===== config.mk =====
export PLATFORM = sky130hd
export DESIGN_NAME = bnn_weight_streamer
export DESIGN_NICKNAME = d
export VERILOG_FILES = /design/src/rtl/bnn_pkg.sv /design/src/rtl/bnn_byte_fifo.sv /design/src/rtl/bnn_weight_streamer.sv
export SDC_FILE = /design/constraint.sdc
export NUM_CORES = 1
export LEC_CHECK = 0
export ABC_AREA = 1
export CAP_MARGIN = 10
export CORE_MARGIN = 3
export CORE_UTILIZATION = 60
export CTS_CLUSTER_SIZE = 16
export DETAILED_ROUTE_END_ITERATION = 10
export PLACE_DENSITY = 0.83
export SETUP_SLACK_MARGIN = 0.5
export SYNTH_ARGS = -nofsm -noshare
export SYNTH_HDL_FRONTEND = slang
export SYNTH_SLANG_ARGS = --single-unit

===== constraint.sdc =====
create_clock -name clk -period 6.34 [get_ports clk]
set_clock_uncertainty 0.05 [all_clocks]
set_input_delay 0.951 -clock clk [delete_from_list [all_inputs] [get_ports clk]]
set_output_delay 0.951 -clock clk [all_outputs]
set_load 0.1 [all_outputs]

===== src/rtl/bnn_pkg.sv =====
// Shared definitions for the BNN weight-load path: sizes, loader state
// encoding and the core's power-on weight image.
package bnn_pkg;

  localparam int NUM_NEURONS = 12;
  localparam int NIBBLE_W    = 4;
  localparam int WEIGHT_W    = 8;

  typedef enum logic [2:0] {
    LD_IDLE,
    LD_WAIT,
    LD_SEND_LO,
    LD_SEND_HI,
    LD_DONE
  } bnn_ld_state_t;

  // Weight bytes the core holds after reset, neuron 0 first.
  localparam logic [WEIGHT_W-1:0] DEFAULT_WEIGHTS [NUM_NEURONS] = '{
    8'h5A, 8'hC3, 8'h0F, 8'hF0, 8'h69, 8'h96,
    8'hA5, 8'h3C, 8'hE1, 8'h1E, 8'h7B, 8'hB7
  };

endpackage


===== src/rtl/bnn_byte_fifo.sv =====
// Small synchronous FIFO with show-ahead read data (dout is the head entry
// whenever empty is low). Pointers and occupancy clear asynchronously.
module bnn_byte_fifo #(
  parameter int DEPTH = 4,
  parameter int WIDTH = 8,
  localparam int AW   = $clog2(DEPTH)
) (
  input  logic             clk,
  input  logic             reset,
  input  logic             push,
  input  logic             pop,
  input  logic [WIDTH-1:0] din,
  output logic [WIDTH-1:0] dout,
  output logic             full,
  output logic             empty,
  output logic [AW:0]      count
);

  logic [WIDTH-1:0] mem [DEPTH];
  logic [AW-1:0]    wr_ptr;
  logic [AW-1:0]    rd_ptr;
  logic             do_push;
  logic             do_pop;

  assign full    = (count == (AW+1)'(DEPTH));
  assign empty   = (count == '0);
  assign do_push = push && !full;
  assign do_pop  = pop && !empty;
  assign dout    = mem[rd_ptr];

  always_ff @(posedge clk or posedge reset) begin
    if (reset) begin
      wr_ptr <= '0;
      rd_ptr <= '0;
      count  <= '0;
    end else begin
      if (do_push) wr_ptr <= wr_ptr + 1'b1;
      if (do_pop)  rd_ptr <= rd_ptr + 1'b1;
      unique case ({do_push, do_pop})
        2'b10:   count <= count + 1'b1;
        2'b01:   count <= count - 1'b1;
        default: count <= count;
      endcase
    end
  end

  // Storage carries data only, so it is left out of reset.
  always_ff @(posedge clk) begin
    if (do_push) mem[wr_ptr] <= din;
  end

endmodule


===== src/rtl/bnn_weight_streamer.sv =====
// Host-side transmitter for the BNN weight-load bus: buffers weight bytes and
// sends each as low nibble then high nibble under the core's enable.
module bnn_weight_streamer #(
  parameter int NUM_NEURONS = bnn_pkg::NUM_NEURONS,
  parameter int FIFO_DEPTH  = 4,
  parameter int IDX_W       = 5
) (
  input  logic                          clk,
  input  logic                          reset,
  input  logic                          start,
  input  logic                          s_valid,
  input  logic [bnn_pkg::WEIGHT_W-1:0]  s_data,
  output logic                          s_ready,
  input  logic                          tgt_ena,
  output logic                          load_en,
  output logic [bnn_pkg::NIBBLE_W-1:0]  nibble,
  output logic                          busy,
  output logic                          done,
  output logic [IDX_W-1:0]              neuron_idx
);

  import bnn_pkg::*;

  localparam int CNT_W = $clog2(FIFO_DEPTH) + 1;
  localparam logic [IDX_W-1:0] LAST_IDX = IDX_W'(NUM_NEURONS - 1);

  bnn_ld_state_t        state;
  bnn_ld_state_t        next_state;
  logic                 fifo_push;
  logic                 fifo_pop;
  logic                 fifo_full;
  logic                 fifo_empty;
  logic [WEIGHT_W-1:0]  fifo_dout;
  logic [CNT_W-1:0]     fifo_count;
  logic                 unused_fifo_count;
  logic [WEIGHT_W-1:0]  weight;
  logic                 clr_idx;
  logic                 inc_idx;
  logic                 load_en_d;
  logic [NIBBLE_W-1:0]  nibble_d;
  logic                 busy_d;
  logic                 done_d;

  assign s_ready           = !fifo_full;
  assign fifo_push         = s_valid && s_ready;
  assign unused_fifo_count = ^fifo_count;

  bnn_byte_fifo #(
    .DEPTH (FIFO_DEPTH),
    .WIDTH (WEIGHT_W)
  ) u_fifo (
    .clk   (clk),
    .reset (reset),
    .push  (fifo_push),
    .pop   (fifo_pop),
    .din   (s_data),
    .dout  (fifo_dout),
    .full  (fifo_full),
    .empty (fifo_empty),
    .count (fifo_count)
  );

  always_ff @(posedge clk or posedge reset) begin
    if (reset) state <= LD_IDLE;
    else       state <= next_state;
  end

  always_comb begin
    next_state = state;
    fifo_pop   = 1'b0;
    clr_idx    = 1'b0;
    inc_idx    = 1'b0;
    unique case (state)
      LD_IDLE: begin
        if (start) begin
          clr_idx = 1'b1;
          if (!fifo_empty) begin
            fifo_pop   = 1'b1;
            next_state = LD_SEND_LO;
          end else begin
            next_state = LD_WAIT;
          end
        end
      end
      LD_WAIT: begin
        if (!fifo_empty) begin
          fifo_pop   = 1'b1;
          next_state = LD_SEND_LO;
        end
      end
      LD_SEND_LO: begin
        if (tgt_ena) next_state = LD_SEND_HI;
      end
      LD_SEND_HI: begin
        // The core only sees a nibble when enabled, so the hi phase may not
        // be abandoned early: leaving here always follows a consumed nibble.
        if (tgt_ena) begin
          if (neuron_idx == LAST_IDX) begin
            next_state = LD_DONE;
          end else begin
            inc_idx = 1'b1;
            if (!fifo_empty) begin
              fifo_pop   = 1'b1;
              next_state = LD_SEND_LO;
            end else begin
              next_state = LD_WAIT;
            end
          end
        end
      end
      LD_DONE:  next_state = LD_IDLE;
      default:  next_state = LD_IDLE;
    endcase
  end

  // Outputs are decoded from the next state and registered, so they line up
  // with the state register without a combinational path to the core.
  always_comb begin
    load_en_d = (next_state == LD_SEND_LO) || (next_state == LD_SEND_HI);
    nibble_d  = '0;
    busy_d    = (next_state != LD_IDLE);
    done_d    = (next_state == LD_DONE);
    if (next_state == LD_SEND_LO) begin
      nibble_d = fifo_pop ? fifo_dout[NIBBLE_W-1:0] : weight[NIBBLE_W-1:0];
    end else if (next_state == LD_SEND_HI) begin
      nibble_d = weight[WEIGHT_W-1:NIBBLE_W];
    end
  end

  always_ff @(posedge clk or posedge reset) begin
    if (reset) begin
      load_en    <= 1'b0;
      nibble     <= '0;
      busy       <= 1'b0;
      done       <= 1'b0;
      neuron_idx <= '0;
    end else begin
      load_en <= load_en_d;
      nibble  <= nibble_d;
      busy    <= busy_d;
      done    <= done_d;
      if (clr_idx)      neuron_idx <= '0;
      else if (inc_idx) neuron_idx <= neuron_idx + 1'b1;
    end
  end

  always_ff @(posedge clk) begin
    if (fifo_pop) weight <= fifo_dout;
  end

endmodule


==> results of run 1 <==
-- worst max-delay path by stage --
stage	to	slack, ns
3_5_place_dp	u_fifo.count[2]	3.09
2_1_floorplan	u_fifo.count[2]	3.37
6_report	s_ready	3.27
4_1_cts	s_ready	3.24
5_1_grt	s_ready	3.18
3_3_place_gp	u_fifo.count[2]	3.16
-- worst max-delay path, cell delays in order (launching register included) --
cell and delay, ns:
dfrtp_1 0.36, inv_1 0.09, nand3_1 0.12, clkdlybuf4s50_1 1.15
-- metal layers --
layer	routed length, um	GRT usage, %
met1	2050	24.6
met3	231	6.61
met4	83	10.0
met5	0	0
met2	2380	33.5
-- layout by cell type (no fill, tap or decap), types with 2 or more instances in the layout --
master	Yosys	layout
nor2_4	3	3
clkinv_2	1	5
clkbuf_8	0	9
nor2_1	33	33
clkinvlp_4	0	2
dfrtp_1	22	22
clkdlybuf4s50_1	0	25
a21oi_1	5	5
nand2_1	42	42
o22ai_1	4	4
inv_2	2	2
o21ai_1	2	2
xor2_1	2	2
edfxtp_1	40	40
o211ai_1	5	5
o21ai_0	15	15
nand2_4	3	3
nor3_1	3	3
inv_1	26	26
ha_1	6	6
nand2_2	4	4
nand3_1	15	15
-- sequential cells by signal, summed over array words and instances, names as in the netlist --
register,flops
u_fifo.mem,32
weight,8
neuron_idx,5
nibble,4
state,3
u_fifo.count,3
u_fifo.rd_ptr,2
u_fifo.wr_ptr,2
busy,1
done,1
load_en,1
-- area by class of cell --
type | instances | area, um^2
clock buffer | 9 | 124
clock inverter | 7 | 65.1
inverter | 29 | 110
timing repair buffer | 25 | 250
sequential | 62 | 1750
fill | 288 | 978
tap | 50 | 62.6
multi-input combinational | 148 | 802
-- stage by stage --
stage	hold WS (ns)	instances
3_3_place_gp	0.412	314
5_1_grt	0.459	330
2_1_floorplan	0.396	243
4_1_cts	0.427	330
6_report	0.422	330
3_5_place_dp	0.416	314
-- logic make-up (layout without fill, tap and decap cells) --
logic type	after synthesis	count (layout)	share of synthesized area [%]
AND/OR/NAND/NOR	107	107	18.9
AO/OA/AOI/OAI	31	31	6.43
buffers and inverters	33	70	4.94
adder cells (fa/ha/maj)	7	7	3.54
flip-flops	62	62	65.2
XOR/XNOR	3	3	0.978
-- power groups by stage --
stage,logic [uW],clock network (uW),registers (uW)
2_1_floorplan,434,0,824
6_report,781,334,653
5_1_grt,863,358,668
3_3_place_gp,754,0,655
3_5_place_dp,777,0,660
4_1_cts,786,337,653
==> flow_summary.yaml, run 1 <==
worst_setup_path:
  r2r_slack_ns: 3.91
  endpoint_kind: "output port"
  reg2reg_depth: 14
  startpoint_type: "flop"
  cp_max_fo: 4
  arrival_ns: 2.07
  critPathKind: "flop to output port"
  required_ns: 5.34
  r2r_start: "neuron_idx[0]"
  critPathLaunch: "u_fifo.count[1]"
  r2r-end: "u_fifo.count[2]"
clock_tree:
  cts.reportedPaths.clkPinSlew_ns: 0.07
  clock-root-buffer: "clkbuf_8"
  cts.repair.resized: 0
  ctsLongestPathBuffers: 2
  post_cts_buffers: 0
  clk_latency_ns: 0.34
  tritoncts: "yes"
  cts_buffers: 9
  ctsHoldBuffers: 0
  htreeDepth: 3
  clkSinkCount: 62
timing:
  rsz0062_at_grt: "false"
  final.min_clock_period_ns: 3.07
  slew_headroom_pct: 35.1
  max_freq_mhz: 326
  maxSlewViolCount: 0
  layout_setup_ws_ns: 3.27
  worst_pin_slew_ns: 0.971
  hold_viol: 0
  timing.final.crit_share_pct: 48.4
  setup-tns-final_ns: 0
  finalSetupViolations: 0
global_routing:
  antenna_found_initial: 0
  gr-total-overflow: 0
  grt_max_degree: 23
  grt.total_usage_pct: 20.5
  grt_pass1_vias: 1667
  grt_pass1_wl_um: 7820
detailed_routing:
  avgRoutedWirePerCell_um: 14.4
  drc: 0
  drtIter0Drc: 98
  routed-via-count: 1738
  first_pass_iters: 5
  ant_nets: 0
  vias_per_cell: 5.27
  finalWirelength_um: 4750
finish:
  fin_util_pct: 76.4
  drive_gt1_share_pct: 11.8
  design_area_um2: 3170
  diodes: 0
  syn_to_final_growth_pct: 17.8
  nets: 295
synthesis:
  yosysTopAreaCellShare_pct: 44.7
  synthTopCellsByCount: "nand2_1 (42), edfxtp_1 (40), nor2_1 (33), inv_1 (26), dfrtp_1 (22)"
  synth_edf_count: 40
  postSynthCellCount: 243
  synthArstFlopShare_pct: 35.5
  synth_area_leaders: "edfxtp_1 (45%), dfrtp_1 (20%), nand2_1 (5.9%), nor2_1 (4.6%), inv_1 (3.6%)"
  syn_area_um2: 2690
  yosys_warnings: 0
  synth_nets: 263
  ys.flop_type: "edfxtp_1"
  synth.largest_area_cell: "edfxtp_1"
  yosysUniqueCellTypes: 27
  synth.most_common_cell: "nand2_1"
  postSynthAreaPerCell_um2: 11.1
  ys_seq_area_share_pct: 65.2
  synth_seq_cells: 62
power:
  switching_share_pct: 44.9
  power_density_nw_per_um2: 559
  comb_power_share_pct: 44.2
  p_switching_uw: 794
  leakagePower_uw: 0.00133
  p_seq_share_pct: 37.0
  pwr-share-clk_pct: 18.9
  intPower_uw: 974
  vdd_drop_max_uv: 277
  power_uw: 1770
min_path:
  hold_path.class: "flop to flop"
  whs_path_depth: 1
  min_to: "u_fifo.count[0]"
  min_from: "u_fifo.count[0]"
place:
  gp_congestion: 0.890
  dpl-instance-area_um2: 2980
  port_buffers: 25
  dp_hpwl_um: 3280
  post-place-ws_ns: 3.09
floorplanning:
  boundaryPins: 26
  start_util_pct: 64.8
  core_um2: 4140
  die_x_um: 72.9
  die_y_um: 72.9
  rows: 23
  die_area_um2: 5320
run_status:
  status: "finished clean"
job:
  cap_viol_max_count: 0
Note: power is estimated with default switching activity, not from simulation.
==> run 2: changes to the inputs <==
- CORE_UTILIZATION: 60 -> 56
- PLACE_DENSITY: 0.83 -> 0.78
- clock period: 6.34 -> 3.1 ns (I/O delays scaled with it)
==> run 2 against run 1 <==
Hold slack improved by 0.0095 ns; wire length decreased by 6.0%; final cell count increased by 1.5%; register-to-register slack got worse by 3.3 ns; design area increased by 0.24%; power increased by 100%; global-route usage decreased by 2.2 points; flip-flop and latch count unchanged; setup slack got worse by 2.6 ns; first-iteration DRC count decreased by 14%.
==> flow_summary.yaml, run 2 (synthesized netlist as in run 1, its figures left out) <==
timing:
  worst_pin_slew_ns: 0.820
  finalSetupViolations: 0
  timing.final.crit_share_pct: 78.8
  setup-tns-final_ns: 0
  final.min_clock_period_ns: 2.44
  maxSlewViolCount: 0
  max_freq_mhz: 409
  slew_headroom_pct: 45.3
  rsz0062_at_grt: "false"
  hold_viol: 0
worst_setup_path:
  arrival_ns: 2.59
  critPathKind: "flop to flop"
  endpoint_kind: "flop"
  required_ns: 3.25
  startpoint_type: "flop"
  cp_max_fo: 8
finish:
  top_regs: "u_fifo.mem x32, weight x8, neuron_idx x5"
  fin_util_pct: 70.4
  drive_gt1_share_pct: 18.4
  final_cell_mix: "nand2_1 (42), edfxtp_1 (40), nor2_1 (33)"
  final_common_cell: "nand2_1"
  syn_to_final_growth_pct: 18.1
  diodes: 0
  n_fill_cell: 335
  top_register: "u_fifo.mem"
  largest_reg_flops: 32
  nets: 298
run_status:
  status: "finished clean"
detailed_routing:
  routed-via-count: 1718
  finalWirelength_um: 4460
  first_pass_iters: 4
  vias_per_cell: 5.13
  ant_nets: 0
  drtIter0Drc: 84
  drc: 0
  avgRoutedWirePerCell_um: 13.3
place:
  gp_congestion: 0.845
  dp_hpwl_um: 3160
  port_buffers: 25
clock_tree:
  cts_buffers: 9
  clk_latency_ns: 0.33
  cts.repair.resized: 0
  cts.reportedPaths.clkPinSlew_ns: 0.06
  ctsHoldBuffers: 0
  clkSinkCount: 62
  ctsLongestPathBuffers: 2
  htreeDepth: 3
  tritoncts: "yes"
  post_cts_buffers: 0
  clock-root-buffer: "clkbuf_8"
power:
  vdd_drop_max_uv: 504
  power_density_nw_per_um2: 1130
  power_uw: 3600
  leakagePower_uw: 0.00136
floorplanning:
  die_x_um: 75.3
  rows: 24
  boundaryPins: 26
  start_util_pct: 59.6
  die_y_um: 75.3
  core_um2: 4500
  die_area_um2: 5660
global_routing:
  grt_max_degree: 23
  grt_pass1_wl_um: 7380
  gr-total-overflow: 0
  grt_pass1_vias: 1610
  antenna_found_initial: 0
  grt.total_usage_pct: 18.3
job:
  cap_viol_max_count: 0
min_path:
  hold_path.class: "flop to flop"
## run 2: cell types whose count changed in the layout (fill, tap and decap cells not counted), sizes merged
cell           change
clkbuf             +3
clkdlybuf4s50     -13
buf               +16
clkinv             -1
clkinvlp           -2
## run 2: layout make-up
class / count / area, um^2 / area share [%]
clock buffer: 12 / 145 / 4.57
clock inverter: 4 / 48.8 / 1.54
inverter: 29 / 110 / 3.47
multi-input combinational: 148 / 807 / 25.4
sequential: 62 / 1760 / 55.4
tap: 52 / 65.1 / 2.05
timing repair buffer: 28 / 240 / 7.57
## run 2: worst paths after layout
check / start / endpoint / slack [ns] / depth (start not counted)
worst max-delay path: neuron_idx[0] / u_fifo.count[2] / 0.66 / 14
worst min-delay path: weight[6] / nibble[2] / 0.43 / 2
worst max register to register: neuron_idx[0] / u_fifo.count[2] / 0.66 / 14
worst min register to register: weight[6] / nibble[2] / 0.43 / 2
max in group asynchronous: reset / neuron_idx[0] / 1.90 / 2
min in group asynchronous: reset / neuron_idx[3] / 0.54 / 2
## run 2: routing by layer
layer | part of all wire [%] | routed length, um | vias up | global-route usage (%)
met3 | 5.7 | 253 | 13 | 6.68
met4 | 2.6 | 117 | 0 | 11.7
met2 | 49 | 2170 | 39 | 29.0
li1 | - | - | 886 | -
met1 | 43 | 1920 | 780 | 21.1
met5 | 0 | 0 | - | 0
## run 2: worst max-delay path, stage by stage, from the launching register on
cell	delay, ns
dfrtp_2	0.42
ha_1	0.21
nand2_1	0.06
inv_1	0.04
nand2_2	0.13
nand2_4	0.10
nand3_4	0.10
nand2_4	0.10
inv_2	0.08
ha_1	0.14
inv_1	0.07
fa_1	0.37
a21oi_1	0.15
o21ai_0	0.13
xor2_1	0.16
## run 2: per-stage QoR
stage / hold slack [ns] / cell area (um^2) / std cells / setup WS (ns)
2_1_floorplan: 0.396 / 2700 / 243 / 0.543
3_3_place_gp: 0.411 / 2980 / 319 / 0.400
3_5_place_dp: 0.419 / 2980 / 319 / 0.304
4_1_cts: 0.434 / 3170 / 335 / 0.655
5_1_grt: 0.460 / 3170 / 335 / 0.512
6_report: 0.432 / 3170 / 335 / 0.656
## run 2: report_power, final
part           internal [uW]  switching [uW]  leakage, uW
clock network            392             297     0.000100
registers               1200             139     0.000635
logic                    424            1150     0.000626
==> run 3: changes to the inputs <==
- CORE_UTILIZATION: 56 -> 51
- PLACE_DENSITY: 0.78 -> 0.75
- clock period: 3.1 -> 2 ns (I/O delays scaled with it)
==> run 3 against run 2 <==
Critical endpoint is now weight[2]; the flow now finishes with violations (negative setup slack); sequential share of layout area fell by 8.2 points; via count up 12%; clock power up 74%; non-clock buffer count is 36 higher.
==> flow_summary.yaml, run 3 (synthesized netlist as in run 1, its figures left out) <==
power:
  power_density_nw_per_um2: 1830
  vdd_drop_max_uv: 1030
  power_uw: 6850
  leakagePower_uw: 0.00159
clock_tree:
  cts_buffers: 9
  tritoncts: "yes"
  ctsLongestPathBuffers: 2
  clock-root-buffer: "clkbuf_8"
  htreeDepth: 3
  clkSinkCount: 62
  ctsHoldBuffers: 0
  clk_latency_ns: 0.34
  cts.reportedPaths.clkPinSlew_ns: 0.07
timing:
  max_freq_mhz: 478
  hold_viol: 0
  final.min_clock_period_ns: 2.09
  finalSetupViolations: 10
  slew_headroom_pct: 80.2
  timing.final.crit_share_pct: 105
  maxSlewViolCount: 0
  rsz0062_at_grt: "true"
  layout_setup_ws_ns: -0.0919
  worst_pin_slew_ns: 0.297
worst_setup_path:
  r2r_start: "neuron_idx[0]"
  r2r_slack_ns: -0.09
  required_ns: 2.00
  endpoint_kind: "flop"
  r2r-end: "weight[2]"
  arrival_ns: 2.09
  critPathKind: "flop to flop"
  critPathLaunch: "neuron_idx[0]"
  reg2reg_depth: 13
  startpoint_type: "flop"
  cp_max_fo: 8
  crit_end: "weight[2]"
floorplanning:
  die_x_um: 78.6
  die_y_um: 78.6
  die_area_um2: 6170
  core_um2: 4910
  start_util_pct: 54.7
  rows: 25
  boundaryPins: 26
global_routing:
  grt.total_usage_pct: 19.0
  grt_max_degree: 23
  grt_pass1_vias: 1854
  grt_pass1_wl_um: 8740
  gr-total-overflow: 0
  antenna_found_initial: 0
place:
  dpl.cell_count: 353
  gp_congestion: 0.735
  dp_hpwl_um: 3360
  port_buffers: 25
  post-place-ws_ns: -0.314
detailed_routing:
  top_layer: "met4"
  routed-via-count: 1921
  first_pass_iters: 6
  route.met2.wl_um: 2830
  avgRoutedWirePerCell_um: 14.1
  wl_met3_um: 216
  drc: 0
  ant_nets: 0
  finalWirelength_um: 5460
  vias_per_cell: 4.98
  wl_met1_um: 2250
  drtIter0Drc: 97
finish:
  nets: 334
  diodes: 0
  top_regs: "u_fifo.mem x32, weight x8, neuron_idx x5"
  drive_gt1_share_pct: 37.9
  largest_reg_flops: 32
  instances_no_fill: 386
  final_cell_mix: "edfxtp_1 (40), buf_4 (36), nand2_1 (30)"
  top_register: "u_fifo.mem"
  fin_util_pct: 76.2
  syn_to_final_growth_pct: 39.2
  final_common_cell: "edfxtp_1"
min_path:
  hold_path.class: "primary input to async pin"
run_status:
  status: "complete, but fails checks"
  violations: "negative setup slack"
job:
  cap_viol_max_count: 0
## run 3: worst min path at each step
stage,start,endpoint,depth (start not counted)
floorplan,reset,busy,1
global placement,u_fifo.count[0],u_fifo.count[0],1
detailed placement,u_fifo.count[0],u_fifo.count[0],1
CTS,reset,u_fifo.rd_ptr[0],3
global route,reset,neuron_idx[1],3
finish,reset,neuron_idx[1],3
## run 3: worst max-delay path, cell delays in order, from the launching register on
cell and delay, ns:
dfrtp_4 0.50, ha_4 0.17, nand2_2 0.06, inv_2 0.04
nand2_4 0.06, nand2_4 0.05, nand3_4 0.07, nand2_4 0.06
buf_4 0.13, buf_6 0.11, buf_6 0.10, buf_6 0.11
buf_12 0.14, clkinvlp_4 0.14
## run 3: where the power goes
group          internal [uW]  total, uW  switching, uW
Clock                    699       1200            501
Combinational           1380       3580           2200
Sequential              1860       2080            211
Total                   3940       6850           2910
## run 3: layout make-up
| cell class | instances | area [um^2] |
|---|---|---|
| flip-flops and latches | 62 | 1760 |
| fillers | 303 | 1170 |
| multi-input cells | 148 | 957 |
| repair buffers | 64 | 606 |
| clock buffers | 10 | 128 |
| inverters | 29 | 118 |
| clock inverters | 6 | 85.1 |
| well taps | 67 | 83.8 |
## run 3: stage by stage
stage | hold slack, ns | area, um^2 | TNS (ns)
3_3_place_gp | 0.411 | 3220 | -0.359
5_1_grt | 0.300 | 3740 | -2.25
6_report | 0.251 | 3740 | -0.831
2_1_floorplan | 0.239 | 2770 | -0.571
4_1_cts | 0.245 | 3600 | -0.467
3_5_place_dp | 0.413 | 3220 | -0.513
## run 3: repair_timing
item | CTS | global route
gates resized for setup | 31 | 22
endpoints found under the setup margin | 21 | 57
pin swaps | 11 | 10
buffers inserted | 9 | 8
## run 3: metal layers
metal | vias to the layer above | GRT usage (%)
li1 | 955 | -
met1 | 902 | 22.6
met2 | 49 | 31.5
met3 | 15 | 4.70
met4 | 0 | 10.7
met5 | - | 0
